$ cat config.mk
export PLATFORM = sky130hd
export DESIGN_NAME = mul_host_driver_flat
export DESIGN_NICKNAME = d
export VERILOG_FILES = /design/src/rtl/mul_host_pkg.sv /design/src/rtl/mul_host_if.sv /design/src/rtl/piso_tx.sv /design/src/rtl/mul_host_driver.sv /design/src/flat_wrapper.sv
export SDC_FILE = /design/constraint.sdc
export NUM_CORES = 1
export LEC_CHECK = 0
export ABC_AREA = 0
export CORE_ASPECT_RATIO = 2
export CORE_MARGIN = 2
export CORE_UTILIZATION = 54
export CTS_CLUSTER_SIZE = 14
export DETAILED_ROUTE_END_ITERATION = 10
export PLACE_DENSITY_LB_ADDON = 0.05
export SLEW_MARGIN = 15
export SYNTH_ARGS = -nofsm -noshare
export SYNTH_HDL_FRONTEND = slang
export SYNTH_SLANG_ARGS = --single-unit
$ cat constraint.sdc
create_clock -name clk -period 3.5 [get_ports clk]
set_input_delay 0.7 -clock clk [delete_from_list [all_inputs] [get_ports clk]]
set_output_delay 0.7 -clock clk [all_outputs]
set_load 0.03 [all_outputs]
$ cat src/rtl/mul_host_pkg.sv
// Shared types and default sizing for the serial-multiplier host driver.
package mul_host_pkg;

  localparam int unsigned OpWDefault     = 12;
  localparam int unsigned ResWDefault    = 24;
  localparam int unsigned TimeoutDefault = 1024;

  typedef enum logic [2:0] {
    StIdle,
    StShiftOps,
    StWaitFull,
    StMul,
    StWaitDone,
    StShiftRes,
    StResult
  } state_e;

endpackage

$ cat src/rtl/mul_host_if.sv
// Host-side operand/result handshake plus serial multiplier link.
// master = the driver, slave = host/multiplier environment.
interface mul_host_if
  import mul_host_pkg::*;
#(
  parameter int unsigned OP_W  = OpWDefault,
  parameter int unsigned RES_W = ResWDefault
) ();

  logic [OP_W-1:0]  x_op;
  logic [OP_W-1:0]  y_op;
  logic             start;
  logic             ready;
  logic             x_in;
  logic             y_in;
  logic             sx;
  logic             sy;
  logic             fx;
  logic             fy;
  logic             mul;
  logic             done;
  logic             sz;
  logic             z_out;
  logic             fz;
  logic [RES_W-1:0] res;
  logic             res_valid;
  logic             res_ready;
  logic             err;

  modport master (
    input  x_op, y_op, start, fx, fy, done, z_out, fz, res_ready,
    output ready, x_in, y_in, sx, sy, mul, sz, res, res_valid, err
  );

  modport slave (
    output x_op, y_op, start, fx, fy, done, z_out, fz, res_ready,
    input  ready, x_in, y_in, sx, sy, mul, sz, res, res_valid, err
  );

endinterface

$ cat src/rtl/piso_tx.sv
// Parallel-in serial-out, MSB first; the first bit appears the cycle after load.
module piso_tx #(
  parameter int unsigned W = 12
) (
  input  logic         clk,
  input  logic         rst,
  input  logic         load_i,
  input  logic         shift_i,
  input  logic [W-1:0] data_i,
  output logic         bit_o,
  output logic         last_o
);

  localparam int unsigned CntW = $clog2(W + 1);

  logic [W-1:0]    sreg_q, sreg_d;
  logic [CntW-1:0] cnt_q, cnt_d;
  logic            bit_q, bit_d;

  always_comb begin
    sreg_d = sreg_q;
    cnt_d  = cnt_q;
    bit_d  = 1'b0;
    if (load_i) begin
      bit_d  = data_i[W-1];
      sreg_d = data_i << 1;
      cnt_d  = CntW'(1);
    end else if (shift_i && (cnt_q < CntW'(W))) begin
      bit_d  = sreg_q[W-1];
      sreg_d = sreg_q << 1;
      cnt_d  = cnt_q + CntW'(1);
    end
  end

  always_ff @(posedge clk) begin
    if (rst) begin
      sreg_q <= '0;
      cnt_q  <= '0;
      bit_q  <= 1'b0;
    end else begin
      sreg_q <= sreg_d;
      cnt_q  <= cnt_d;
      bit_q  <= bit_d;
    end
  end

  // cnt_q == W while the last bit is on the line
  assign bit_o  = bit_q;
  assign last_o = (cnt_q == CntW'(W));

endmodule

$ cat src/rtl/mul_host_driver.sv
// Sequences one signed multiply on a bit-serial multiplier and returns the product.
// Optional watchdog on the handshake waits: define MUL_HOST_TIMEOUT_EN.
module mul_host_driver
  import mul_host_pkg::*;
#(
  parameter int unsigned OP_W    = OpWDefault,
  parameter int unsigned RES_W   = ResWDefault,
  parameter int unsigned TIMEOUT = TimeoutDefault
) (
  input logic        clk,
  input logic        rst,
  mul_host_if.master bus_io
);

  localparam int unsigned CntW = $clog2(RES_W + 1);
  localparam logic [CntW-1:0] ResLast = CntW'(RES_W);

  state_e           state_q, state_d;
  logic [CntW-1:0]  cnt_q, cnt_d;
  logic [RES_W-1:0] res_q, res_d;
  logic             fx_seen_q, fx_seen_d;
  logic             fy_seen_q, fy_seen_d;
  logic             sx_q, sx_d;
  logic             mul_q, mul_d;
  logic             sz_q, sz_d;
  logic             load, shift;
  logic             x_last, y_last;

`ifdef MUL_HOST_TIMEOUT_EN
  localparam int unsigned WdW = $clog2(TIMEOUT + 1);
  logic [WdW-1:0] wd_q, wd_d;
  logic           fz_seen_q, fz_seen_d;
  logic           err_q, err_d;
`endif

  piso_tx #(.W(OP_W)) u_x_tx (
    .clk     (clk),
    .rst     (rst),
    .load_i  (load),
    .shift_i (shift),
    .data_i  (bus_io.x_op),
    .bit_o   (bus_io.x_in),
    .last_o  (x_last)
  );

  piso_tx #(.W(OP_W)) u_y_tx (
    .clk     (clk),
    .rst     (rst),
    .load_i  (load),
    .shift_i (shift),
    .data_i  (bus_io.y_op),
    .bit_o   (bus_io.y_in),
    .last_o  (y_last)
  );

  always_comb begin
    state_d   = state_q;
    cnt_d     = cnt_q;
    res_d     = res_q;
    fx_seen_d = fx_seen_q;
    fy_seen_d = fy_seen_q;
    load      = 1'b0;
    shift     = 1'b0;
    case (state_q)
      StIdle: begin
        if (bus_io.start) begin
          load    = 1'b1;
          state_d = StShiftOps;
        end
      end
      StShiftOps: begin
        shift     = 1'b1;
        fx_seen_d = 1'b0;
        fy_seen_d = 1'b0;
        if (x_last && y_last) state_d = StWaitFull;
      end
      StWaitFull: begin
        fx_seen_d = fx_seen_q | bus_io.fx;
        fy_seen_d = fy_seen_q | bus_io.fy;
        if (fx_seen_d && fy_seen_d) state_d = StMul;
      end
      StMul: state_d = StWaitDone;
      StWaitDone: begin
        if (bus_io.done) begin
          state_d = StShiftRes;
          cnt_d   = '0;
        end
      end
      StShiftRes: begin
        // z_out lags sz by one cycle, so sampling starts at count 1
        if (cnt_q != '0) res_d = {res_q[RES_W-2:0], bus_io.z_out};
        if (cnt_q == ResLast) state_d = StResult;
        else                  cnt_d   = cnt_q + CntW'(1);
      end
      StResult: begin
        if (bus_io.res_ready) state_d = StIdle;
      end
      default: state_d = StIdle;
    endcase

`ifdef MUL_HOST_TIMEOUT_EN
    err_d     = err_q;
    wd_d      = '0;
    fz_seen_d = 1'b0;
    if (state_q inside {StWaitFull, StWaitDone, StShiftRes}) begin
      fz_seen_d = fz_seen_q | (bus_io.fz && (state_q == StShiftRes));
      if (state_d == state_q) wd_d = wd_q + WdW'(1);
      if ((wd_q == WdW'(TIMEOUT - 1)) ||
          ((state_q == StShiftRes) && (cnt_q == ResLast) && !(fz_seen_q | bus_io.fz))) begin
        err_d   = 1'b1;
        state_d = StIdle;
        wd_d    = '0;
      end
    end
`endif

    sx_d  = (state_d == StShiftOps);
    mul_d = (state_d == StMul);
    sz_d  = (state_d == StShiftRes) && (cnt_d < ResLast);
  end

  always_ff @(posedge clk) begin
    if (rst) begin
      state_q   <= StIdle;
      cnt_q     <= '0;
      res_q     <= '0;
      fx_seen_q <= 1'b0;
      fy_seen_q <= 1'b0;
      sx_q      <= 1'b0;
      mul_q     <= 1'b0;
      sz_q      <= 1'b0;
`ifdef MUL_HOST_TIMEOUT_EN
      wd_q      <= '0;
      fz_seen_q <= 1'b0;
      err_q     <= 1'b0;
`endif
    end else begin
      state_q   <= state_d;
      cnt_q     <= cnt_d;
      res_q     <= res_d;
      fx_seen_q <= fx_seen_d;
      fy_seen_q <= fy_seen_d;
      sx_q      <= sx_d;
      mul_q     <= mul_d;
      sz_q      <= sz_d;
`ifdef MUL_HOST_TIMEOUT_EN
      wd_q      <= wd_d;
      fz_seen_q <= fz_seen_d;
      err_q     <= err_d;
`endif
    end
  end

  assign bus_io.ready     = (state_q == StIdle);
  assign bus_io.res_valid = (state_q == StResult);
  assign bus_io.res       = res_q;
  assign bus_io.sx        = sx_q;
  assign bus_io.sy        = sx_q;
  assign bus_io.mul       = mul_q;
  assign bus_io.sz        = sz_q;
`ifdef MUL_HOST_TIMEOUT_EN
  assign bus_io.err       = err_q;
`else
  assign bus_io.err       = 1'b0;
`endif

endmodule

$ cat src/flat_wrapper.sv
// flat-port wrapper written by rule: the top's interface ports become plain ports
module mul_host_driver_flat import mul_host_pkg::*;
#(
  parameter int unsigned OP_W    = OpWDefault,
  parameter int unsigned RES_W   = ResWDefault,
  parameter int unsigned TIMEOUT = TimeoutDefault
)
  (clk, rst, bus_io_x_op, bus_io_y_op, bus_io_start, bus_io_fx, bus_io_fy, bus_io_done, bus_io_z_out, bus_io_fz, bus_io_res_ready, bus_io_ready, bus_io_x_in, bus_io_y_in, bus_io_sx, bus_io_sy, bus_io_mul, bus_io_sz, bus_io_res, bus_io_res_valid, bus_io_err);
  mul_host_if #(.OP_W(OP_W), .RES_W(RES_W)) bus_io_i ();
  input logic clk;
  input logic rst;
  input wire logic [$bits(bus_io_i.x_op)-1:0] bus_io_x_op;
  input wire logic [$bits(bus_io_i.y_op)-1:0] bus_io_y_op;
  input wire logic [$bits(bus_io_i.start)-1:0] bus_io_start;
  input wire logic [$bits(bus_io_i.fx)-1:0] bus_io_fx;
  input wire logic [$bits(bus_io_i.fy)-1:0] bus_io_fy;
  input wire logic [$bits(bus_io_i.done)-1:0] bus_io_done;
  input wire logic [$bits(bus_io_i.z_out)-1:0] bus_io_z_out;
  input wire logic [$bits(bus_io_i.fz)-1:0] bus_io_fz;
  input wire logic [$bits(bus_io_i.res_ready)-1:0] bus_io_res_ready;
  output wire logic [$bits(bus_io_i.ready)-1:0] bus_io_ready;
  output wire logic [$bits(bus_io_i.x_in)-1:0] bus_io_x_in;
  output wire logic [$bits(bus_io_i.y_in)-1:0] bus_io_y_in;
  output wire logic [$bits(bus_io_i.sx)-1:0] bus_io_sx;
  output wire logic [$bits(bus_io_i.sy)-1:0] bus_io_sy;
  output wire logic [$bits(bus_io_i.mul)-1:0] bus_io_mul;
  output wire logic [$bits(bus_io_i.sz)-1:0] bus_io_sz;
  output wire logic [$bits(bus_io_i.res)-1:0] bus_io_res;
  output wire logic [$bits(bus_io_i.res_valid)-1:0] bus_io_res_valid;
  output wire logic [$bits(bus_io_i.err)-1:0] bus_io_err;
  assign bus_io_i.x_op = bus_io_x_op;
  assign bus_io_i.y_op = bus_io_y_op;
  assign bus_io_i.start = bus_io_start;
  assign bus_io_i.fx = bus_io_fx;
  assign bus_io_i.fy = bus_io_fy;
  assign bus_io_i.done = bus_io_done;
  assign bus_io_i.z_out = bus_io_z_out;
  assign bus_io_i.fz = bus_io_fz;
  assign bus_io_i.res_ready = bus_io_res_ready;
  assign bus_io_ready = bus_io_i.ready;
  assign bus_io_x_in = bus_io_i.x_in;
  assign bus_io_y_in = bus_io_i.y_in;
  assign bus_io_sx = bus_io_i.sx;
  assign bus_io_sy = bus_io_i.sy;
  assign bus_io_mul = bus_io_i.mul;
  assign bus_io_sz = bus_io_i.sz;
  assign bus_io_res = bus_io_i.res;
  assign bus_io_res_valid = bus_io_i.res_valid;
  assign bus_io_err = bus_io_i.err;
  mul_host_driver #(.OP_W(OP_W), .RES_W(RES_W), .TIMEOUT(TIMEOUT)) u_core (.clk(clk), .rst(rst), .bus_io(bus_io_i));
endmodule
==> impl_metrics.csv <==
group,metric,value,unit
placed_design,dp_hpwl,4.30,mm
clock_tree,root_buffer,"clkbuf_8",
clock_tree,cts_resized,0,
floorplan,dieArea,0.00603,sq mm
synthesis,synth_nets,387,
finish,antenna_cells,0,
placed_design,dp_slack,1040,ps
route,drt_pass1_iterations,4,
run,maxCapViolCount,0,
timing,fin_tns_setup,0,ps
clock_tree,cts_buffer_depth,2,
route,drt-vias-per-instance,5.71,
clock_tree,h-tree-depth,3,
timing,worst_slew_pin_slew,866,ps
route,drt_iter0_drc,91,
timing,rsz0062_at_grt,"false",
finish,final_cell_mix,"nand2_1, dfxtp_1, clkdlybuf4s50_1, a21oi_1, nor2_1",
critical_path,setup.worst_path.start_class,"register",
clock_tree,clk_pin_slew,70,ps
power_and_ir_drop,power.leakage,1.32,nW
timing,max_slew_margin,0.422,
finish,layout.cells.most_common,"nand2_1",
clock_tree,clock_latency,340,ps
grt,grt_start_max_net_pins,38,
grt,grt_antenna_before_repair,0,
finish,layout.nets,442,
status,status,"finished, final reports clean",
route,drt.antenna.violating_nets,0,
clock_tree,cts.sinks,69,
grt,grt_pass1_vias,2518,
grt,grt_usage,0.219,
finish,finalNonFillerCells,466,
finish,layout-drive-gt1-share,0.0760,
min_path,min-delay-path-class,"register to register",
route,vias,2661,
synthesis,seq_area_frac_synth,0.475,
synthesis,synth_edf_count,0,
timing,setup_viol,0,
timing,period_share,0.760,
timing,skew,8.93,ps
finish,final_util,0.729,
synthesis,ys_warn_count,0,
synthesis,syn_avg_cell_area,8.36,sq um
power_and_ir_drop,p_per_area,470,mW/mm^2
floorplan,die_h,108,um
critical_path,cp-end-kind,"output port",
critical_path,crit_arrival,1960,ps
floorplan,io_pins,66,
timing,slew_violations,0,
synthesis,synthFlopType,"dfxtp_1",
timing,period_minus_slack,2660,ps
floorplan,rows,37,
synthesis,synthesis.instances,348,
placed_design,place_congestion,0.813,
floorplan,initial_utilization,0.561,
synthesis,yosysUniqueCellTypes,47,
timing,hold_viol_final,0,
finish,fillers,433,
critical_path,criticalPathCategory,"register to output port",
floorplan,coreArea,0.00518,sq mm
synthesis,ys_ff_latch,69,
placed_design,placed_cells,450,
route,routed_wl,6.37,mm
clock_tree,cts_made_buffers,9,
grt,gr-total-overflow,0,
finish,syn2layout_area_growth,30.0,%
timing,max_freq,376,MHz
synthesis,netlist_area,0.00291,sq mm
route,post-route-drc-count,0,
critical_path,crit_required,2800,ps
floorplan,die_w,55.9,um
route,avgRoutedWirePerCell,13.7,um
critical_path,cp_max_fo,15,
timing,setup_ws,840,ps
clock_tree,cts_tree,"done",
clock_tree,post_cts_buffers,0,
placed_design,io_buffers,63,
grt,grt_pass1_wl,10.6,mm
clock_tree,hold_buffers,0,
power_and_ir_drop,power,1.78,mW
power_and_ir_drop,vdd_drop_max,0.000473,V
synthesis,ys_async_sr_fraction,0,
registers in the layout, indices dropped and copies added (netlist names):
register / count
u_core.u_x_tx.cnt_q: 4
u_core.bus_io.res: 24
u_core.u_y_tx.bit_o: 1
u_core.bus_io.mul: 1
u_core.bus_io.sz: 1
u_core.u_y_tx.cnt_q: 4
u_core.bus_io.sx: 1
u_core.fy_seen_q: 1
u_core.u_x_tx.sreg_q: 11
u_core.fx_seen_q: 1
u_core.cnt_q: 5
u_core.u_y_tx.sreg_q: 11
u_core.state_q: 3
u_core.u_x_tx.bit_o: 1
cells in the mapped netlist (all sizes together), types with 3 or more instances:
library cell | n | share of area
a311oi | 5 | 0.015
nor3 | 6 | 0.010
nand2 | 85 | 0.11
a22oi | 18 | 0.046
a21oi | 54 | 0.095
clkbuf | 11 | 0.014
nand4b | 3 | 0.0090
nor2 | 24 | 0.031
nand3 | 6 | 0.010
o21ai | 6 | 0.010
dfxtp | 69 | 0.47
buf | 11 | 0.023
ha | 6 | 0.026
inv | 9 | 0.012
path summary, 6_finish.rpt:
kind                    startpoint                     to  slack [ps]  depth (start not counted)
min reg2reg  u_core.bus_io.res[23]  u_core.bus_io.res[23]         460                          2
max              u_core.state_q[1]       bus_io_res_valid         840                          3
max reg2reg      u_core.state_q[2]   u_core.bus_io.res[4]        1160                          4
min          u_core.bus_io.res[23]  u_core.bus_io.res[23]         460                          2
final cells by class:
| type | count | area (sq um) | share of cell area |
|---|---|---|---|
| multi-input combinational | 248 | 1400 | 0.369 |
| sequential | 69 | 1380 | 0.365 |
| timing repair buffer | 66 | 648 | 0.171 |
| clock buffer | 10 | 138 | 0.0364 |
| tap | 58 | 72.6 | 0.0192 |
| clock inverter | 6 | 110 | 0.0291 |
| inverter | 9 | 36.3 | 0.00960 |
cells by family (layout without fill, tap and decap cells):
kind of cell / Yosys count / count (layout) / share of synthesized area
muxes: 1 / 1 / 0.00344
other: 1 / 1 / 0.00129
adders and majority gates: 6 / 6 / 0.0258
AOI/OAI and AO/OA: 98 / 98 / 0.216
buffers and inverters: 31 / 91 / 0.0495
xor gates and xnor gates: 2 / 2 / 0.00602
and+or+nand+nor: 140 / 140 / 0.223
DFF: 69 / 69 / 0.475
stage by stage:
stage | hold slack (ps) | instance area (sq um)
2_1_floorplan | 436 | 2910
3_3_place_gp | 443 | 3530
3_5_place_dp | 449 | 3530
4_1_cts | 461 | 3780
5_1_grt | 484 | 3780
6_report | 457 | 3780
report_power, final:
part	leakage, nW	internal [mW]	switching, mW
registers	0.561	0.811	0.0189
clock network	0.119	0.491	0.301
logic	0.640	0.0730	0.0820
total	1.32	1.37	0.401
critical path: stages, from the launching register on:
cell and delay, ps:
dfxtp_1 640, nand2b_1 190, nor2_1 120, clkdlybuf4s50_1 670
routing by layer:
metal,GRT usage,vias to the layer above,share of wire
met3,0.0553,16,0.059
met2,0.392,75,0.50
met4,0.111,0,0.024
li1,-,1318,-
met1,0.233,1252,0.41
met5,0,-,0
Power figures use the tool's default switching activity.
